===== src/rtl/mux4_rr_arbiter_pkg.sv =====
// Shared types for the 4-way round-robin mux arbiter.
package mux_arb_pkg;

   localparam int NUM_REQ = 4;

   typedef enum logic [1:0] {IDLE, GRANT, RELEASE} arb_state_t;

   typedef logic [1:0] req_idx_t;

   // One-hot grant vector for a requester index.
   function automatic logic [NUM_REQ-1:0] onehot(input req_idx_t idx);
      onehot      = '0;
      onehot[idx] = 1'b1;
   endfunction

endpackage


===== src/rtl/mux4_rr_arbiter_if.sv =====
// Request/grant bundle between the four requesters and the arbiter.
// The arbiter also drives the shared mux selects and the ownership flags.
interface mux4_rr_arbiter_if;

   logic [mux_arb_pkg::NUM_REQ-1:0] req;
   logic [mux_arb_pkg::NUM_REQ-1:0] gnt;
   logic                            s1;
   logic                            s0;
   logic                            ch_valid;
   logic                            busy;

   modport master (output req, input gnt, s1, s0, ch_valid, busy);
   modport slave  (input req, output gnt, s1, s0, ch_valid, busy);

endinterface


===== src/rtl/mux4_rr_arbiter_rr_pick.sv =====
// Rotating-priority encoder: first set request bit starting from ptr.
module rr_pick
   import mux_arb_pkg::*;
(
   input  logic [NUM_REQ-1:0] req,
   input  req_idx_t           ptr,
   output logic               any,
   output req_idx_t           win
);

   // Scan from the farthest offset back to ptr so the closest request wins.
   always_comb begin
      any = 1'b0;
      win = ptr;
      for (int i = NUM_REQ - 1; i >= 0; i--) begin
         if (req[ptr + req_idx_t'(i)]) begin
            any = 1'b1;
            win = ptr + req_idx_t'(i);
         end
      end
   end

endmodule


===== src/rtl/mux4_rr_arbiter.sv =====
// Round-robin owner of a shared 4:1 mux channel.
//
//  state   | meaning
//  --------+-------------------------------------------------------------
//  IDLE    | no owner; arbitrate among pending requests from ptr
//  GRANT   | one requester owns the mux; ends on req drop or hold limit
//  RELEASE | single dead cycle with no owner before arbitration resumes
module mux4_rr_arbiter
   import mux_arb_pkg::*;
#(
   parameter int MAX_HOLD = 8
) (
   input  logic             clk,
   input  logic             rst_n,
   mux4_rr_arbiter_if.slave arb
);

   localparam int CNT_W = $clog2(MAX_HOLD + 1);
   typedef logic [CNT_W-1:0] cnt_t;
   localparam cnt_t HOLD_MAX = cnt_t'(MAX_HOLD);

   arb_state_t         state_q, state_d;
   req_idx_t           ptr_q, ptr_d;
   req_idx_t           sel_q, sel_d;
   logic [NUM_REQ-1:0] gnt_q, gnt_d;
   cnt_t               hold_cnt_q, hold_cnt_d;
   logic               ch_valid_q, ch_valid_d;
   logic               busy_q, busy_d;

   logic               pick_any;
   req_idx_t           pick_win;

   rr_pick u_rr_pick (
      .req (arb.req),
      .ptr (ptr_q),
      .any (pick_any),
      .win (pick_win)
   );

   // Next-state: sel_q doubles as the current owner's index while in GRANT.
   always_comb begin
      state_d    = state_q;
      ptr_d      = ptr_q;
      sel_d      = sel_q;
      gnt_d      = gnt_q;
      hold_cnt_d = hold_cnt_q;
      case (state_q)
         IDLE: begin
            if (pick_any) begin
               state_d    = GRANT;
               gnt_d      = onehot(pick_win);
               sel_d      = pick_win;
               hold_cnt_d = cnt_t'(1);
            end
         end
         GRANT: begin
            if (!arb.req[sel_q] || (hold_cnt_q == HOLD_MAX)) begin
               state_d    = RELEASE;
               gnt_d      = '0;
               ptr_d      = sel_q + req_idx_t'(1);
               hold_cnt_d = '0;
            end else begin
               hold_cnt_d = hold_cnt_q + cnt_t'(1);
            end
         end
         RELEASE: begin
            state_d = IDLE;
         end
         default: begin
            state_d    = IDLE;
            gnt_d      = '0;
            hold_cnt_d = '0;
         end
      endcase
      ch_valid_d = (state_d == GRANT);
      busy_d     = (state_d != IDLE);
   end

   // State and output registers, synchronously cleared.
   always_ff @(posedge clk) begin
      if (!rst_n) begin
         state_q    <= IDLE;
         ptr_q      <= '0;
         sel_q      <= '0;
         gnt_q      <= '0;
         hold_cnt_q <= '0;
         ch_valid_q <= 1'b0;
         busy_q     <= 1'b0;
      end else begin
         state_q    <= state_d;
         ptr_q      <= ptr_d;
         sel_q      <= sel_d;
         gnt_q      <= gnt_d;
         hold_cnt_q <= hold_cnt_d;
         ch_valid_q <= ch_valid_d;
         busy_q     <= busy_d;
      end
   end

   assign arb.gnt      = gnt_q;
   assign arb.s1       = sel_q[1];
   assign arb.s0       = sel_q[0];
   assign arb.ch_valid = ch_valid_q;
   assign arb.busy     = busy_q;

endmodule

===== src/flat_wrapper.sv =====
// flat-port wrapper written by rule: the top's interface ports become plain ports
module mux4_rr_arbiter_flat import mux_arb_pkg::*;
#(
   parameter int MAX_HOLD = 8
)
  (clk, rst_n, arb_req, arb_gnt, arb_s1, arb_s0, arb_ch_valid, arb_busy);
  mux4_rr_arbiter_if arb_i ();
  input  logic clk;
  input  logic rst_n;
  input wire logic [$bits(arb_i.req)-1:0] arb_req;
  output wire logic [$bits(arb_i.gnt)-1:0] arb_gnt;
  output wire logic [$bits(arb_i.s1)-1:0] arb_s1;
  output wire logic [$bits(arb_i.s0)-1:0] arb_s0;
  output wire logic [$bits(arb_i.ch_valid)-1:0] arb_ch_valid;
  output wire logic [$bits(arb_i.busy)-1:0] arb_busy;
  assign arb_i.req = arb_req;
  assign arb_gnt = arb_i.gnt;
  assign arb_s1 = arb_i.s1;
  assign arb_s0 = arb_i.s0;
  assign arb_ch_valid = arb_i.ch_valid;
  assign arb_busy = arb_i.busy;
  mux4_rr_arbiter #(.MAX_HOLD(MAX_HOLD)) u_core (.clk(clk), .rst_n(rst_n), .arb(arb_i));
endmodule

===== config.mk =====
export PLATFORM = sky130hd
export DESIGN_NAME = mux4_rr_arbiter_flat
export DESIGN_NICKNAME = d
export VERILOG_FILES = /design/src/rtl/mux4_rr_arbiter_pkg.sv /design/src/rtl/mux4_rr_arbiter_if.sv /design/src/rtl/mux4_rr_arbiter_rr_pick.sv /design/src/rtl/mux4_rr_arbiter.sv /design/src/flat_wrapper.sv
export SDC_FILE = /design/constraint.sdc
export NUM_CORES = 1
export LEC_CHECK = 0
export ABC_AREA = 1
export BUFFER_PORTS_ARGS = -buffer_cell sky130_fd_sc_hd__buf_2
export CORE_MARGIN = 1.5
export CORE_UTILIZATION = 30
export DETAILED_ROUTE_END_ITERATION = 8
export SLEW_MARGIN = 20
export SYNTH_ARGS = -nofsm -noshare
export SYNTH_HDL_FRONTEND = slang
export SYNTH_SLANG_ARGS = --single-unit

===== constraint.sdc =====
create_clock -name clk -period 1.26 [get_ports clk]
set_input_delay 0.189 -clock clk [delete_from_list [all_inputs] [get_ports clk]]
set_output_delay 0.189 -clock clk [all_outputs]
set_load 0.005 [all_outputs]

==> flow_metrics.py <==
metrics = {
    "outcome": {
        "violations": "negative setup slack",
        "status": "finished, violations left",
    },
    "synth": {
        "yosysUniqueCellTypes": 26,
        "ys_ff_latch": 16,
        "synthAdderAreaFrac_pct": 2.49,
        "synth_compound_area_share_pct": 12.7,
        "synth_top_family_by_area": "simple AND/OR/NAND/NOR gates",
        "syn_inst": 152,
        "yosys_warnings": 0,
        "syn-cell-area_mm2": 0.00100,
        "syn_area_per_cell_um2": 6.61,
        "synthMuxAreaShare_pct": 0,
        "ys_seq_area_share_pct": 31.9,
        "yosys.area_share.simple_pct": 41.3,
        "syn-num-nets": 160,
        "synth-xor-area-share_pct": 2.62,
    },
    "sta": {
        "maxSlewHeadroom_pct": 82.3,
        "rsz0062_at_grt": "yes",
        "tns_ns": -1.83,
        "finalHoldViolCount": 0,
        "fmax_mhz": 695,
        "maxSlewViolCount": 0,
        "setup_violations": 13,
        "setup_ws_ns": -0.178,
        "finClkSkew_ns": 0.0161,
        "period_share_pct": 114,
        "fin_crit_ns": 1.44,
        "holdWs_ns": 0.202,
        "worst_slew_pin_slew_ns": 0.266,
    },
    "cells_and_area": {
        "area_delta_synth_final_pct": 44.5,
        "diodes": 0,
        "fin_util_pct": 46.4,
        "fillers": 322,
        "fin_nets": 197,
        "final_layout_size_suffix_gt1_share_pct": 47.3,
        "multi_input_area_um2": 704,
        "seq_area_um2": 329,
        "final_cells": 232,
    },
    "drt": {
        "num_vias": 1069,
        "dr.pass1.iters": 2,
        "drt-total-wl_mm": 2.40,
        "ant_nets": 0,
        "drtIter0Drc": 11,
        "routedWlPerCell_um": 10.3,
        "vias_per_cell": 4.61,
        "post-route-drc-count": 0,
    },
    "die": {
        "die_h_um": 60.9,
        "top_level_ports": 14,
        "row_count": 20,
        "start_util_pct": 32.1,
        "core-area_mm2": 0.00313,
        "dieArea_mm2": 0.00371,
        "die_w_um": 60.9,
    },
    "clocking": {
        "htree_levels": 1,
        "cts_buffers": 3,
        "cts.clk_slew.worst_paths_ns": 0.10,
        "root_buffer": "clkbuf_4",
        "ctsHoldBuffers": 0,
        "clock_insertion_delay_worst_skew_ns": 0.29,
        "cts_tree": "done",
        "cts_buffer_depth": 2,
        "clock-sinks": 16,
    },
    "power": {
        "power_density_mw_per_mm2": 2270,
        "p_int_mw": 1.80,
        "power_leakage_nw": 0.715,
        "p_seq_share_pct": 24.4,
        "power_mw": 3.30,
        "combPwrFrac_pct": 65.3,
        "sw_frac_of_total_pct": 45.5,
        "ir_drop_v": 0.000879,
        "netSwitchingPower_mw": 1.50,
        "clock_power_share_pct": 10.3,
    },
    "critical_path": {
        "critical_path_required_ns": 1.48,
        "crit_path_start_kind": "flop",
        "cp.arrival_ns": 1.66,
        "cp-end-kind": "flop",
        "regToRegSetupSlack_ns": -0.18,
        "crit_type": "reg -> reg",
        "cp_max_fo": 6,
        "worst_r2r_path_depth": 10,
    },
    "grt": {
        "overflow": 0,
        "grt_use_met1_pct": 20.2,
        "busiest_layer": "met2",
        "grt_max_degree": 10,
        "grtUsageMet2_pct": 22.4,
        "grt_pass1_vias": 951,
        "grtUsageTotal_pct": 14.3,
        "antenna_found_initial": 0,
        "globalRouteMet3Util_pct": 2.56,
        "grt_pass1_wl_mm": 3.99,
    },
    "job": {
        "cap_violations": 0,
    },
    "placement": {
        "routabilityCongestion": 0.827,
        "dp_cells": 225,
        "port_buffers": 13,
        "dp_hpwl_mm": 1.85,
    },
    "min_path": {
        "hold_class": "in -> reg",
        "holdPathStages": 3,
    },
}
## flip-flops by register name (all words and copies together) (netlist names)
signal and cells:
u_core.arb.busy 1, u_core.arb.ch_valid 1, u_core.arb.gnt 4, u_core.hold_cnt_q 4, u_core.ptr_q 2, u_core.sel_q 2
u_core.state_q 2
## worst paths after layout
check | from | to
max reg2reg | u_core.ptr_q[0] | u_core.state_q[0]
min reg2reg | u_core.arb.gnt[1] | u_core.arb.gnt[1]
min | rst_n | u_core.ptr_q[1]
max | u_core.ptr_q[0] | u_core.state_q[0]
## logic make-up (layout without fill, tap and decap cells)
logic type	Yosys count	in the layout
flops	16	16
compound gates	21	21
buf+inv	22	58
fa+ha+maj	2	2
simple gates	88	88
xor+xnor	3	3
## metrics by stage
step	setup WS (ns)	area, um^2
CTS	-0.144	1360
detailed placement	-0.167	1250
global route	-0.271	1450
floorplan	-0.00737	1010
global placement	-0.142	1250
finish	-0.178	1450
## critical path, stage by stage, from the launching register on
cell and delay, ns:
dfxtp_4 0.42, buf_6 0.12, nand2_2 0.04, nand2_2 0.08, nand2_2 0.08, nand2_4 0.08, nor2_4 0.05, a21oi_4 0.18
inv_2 0.09, buf_12 0.13, a21oi_2 0.11
## area by class of cell
type	count	area share (%)
multi-input combinational	114	48.5
timing repair buffer	34	17.0
tap	44	3.79
inverter	20	5.52
sequential	16	22.7
clock buffer	4	2.50
## cell usage after synthesis
cell type / instances / area (um^2)
a21oi_1: 9 / 45.0
a21oi_2: 1 / 8.76
a21oi_4: 1 / 16.3
a31oi_1: 1 / 6.26
buf_6: 1 / 11.3
clkbuf_1: 1 / 3.75
clkinv_1: 1 / 3.75
dfxtp_1: 16 / 320
ha_1: 2 / 25.0
inv_1: 14 / 52.6
inv_2: 5 / 18.8
nand2_1: 48 / 180
nand2_2: 10 / 62.6
nand2_4: 1 / 11.3
nand3_1: 14 / 70.1
nand3_2: 2 / 20.0
nand3b_1: 2 / 15.0
nand4_1: 2 / 12.5
nor2_1: 7 / 26.3
nor2_2: 1 / 6.26
nor2_4: 1 / 11.3
o211ai_1: 1 / 7.51
o21ai_0: 4 / 20.0
o21ai_1: 3 / 15.0
o21ai_2: 1 / 8.76
xor2_1: 3 / 26.3
## layer usage
| metal | vias to the layer above | wire (um) | part of all wire (%) |
|---|---|---|---|
| met5 | - | 0 | 0 |
| met1 | 492 | 1240 | 51 |
| met3 | 2 | 60 | 2.5 |
| li1 | 561 | - | - |
| met2 | 14 | 1090 | 45 |
| met4 | 0 | 15 | 0.62 |
## timing repair
| action | CTS | global route |
|---|---|---|
| setup endpoints to repair | 15 | 16 |
| pin swaps | 11 | 10 |
| setup buffers | 1 | 2 |
| gates resized for setup | 19 | 20 |
## power by group through the flow
stage               registers, mW  logic (mW)  clock network, mW
floorplan                   0.798        1.13                  0
global placement            0.787        1.72                  0
detailed placement          0.792        1.73                  0
CTS                         0.800        1.87              0.344
global route                0.828        2.39              0.360
finish                      0.805        2.15              0.339
## cell usage in the layout, fill, tap and decap left out, types with 2 or more instances in the layout
master / netlist / routed
clkbuf_4: 0 / 3
nand2_1: 48 / 33
nand3_1: 14 / 11
o21ai_4: 0 / 2
dfxtp_1: 16 / 13
buf_2: 0 / 13
o21ai_0: 4 / 3
nor2_1: 7 / 5
xor2_1: 3 / 3
buf_4: 0 / 17
inv_1: 14 / 13
nand3b_1: 2 / 2
nand2_2: 10 / 22
inv_2: 5 / 5
nand3_2: 2 / 4
a21oi_1: 9 / 7
buf_6: 1 / 3
nand4_1: 2 / 2
nor2_2: 1 / 3
dfxtp_4: 0 / 2
ha_1: 2 / 2
o21ai_1: 3 / 2
a21oi_2: 1 / 3
nand2_4: 1 / 4
Note: power is estimated with default switching activity, not from simulation.
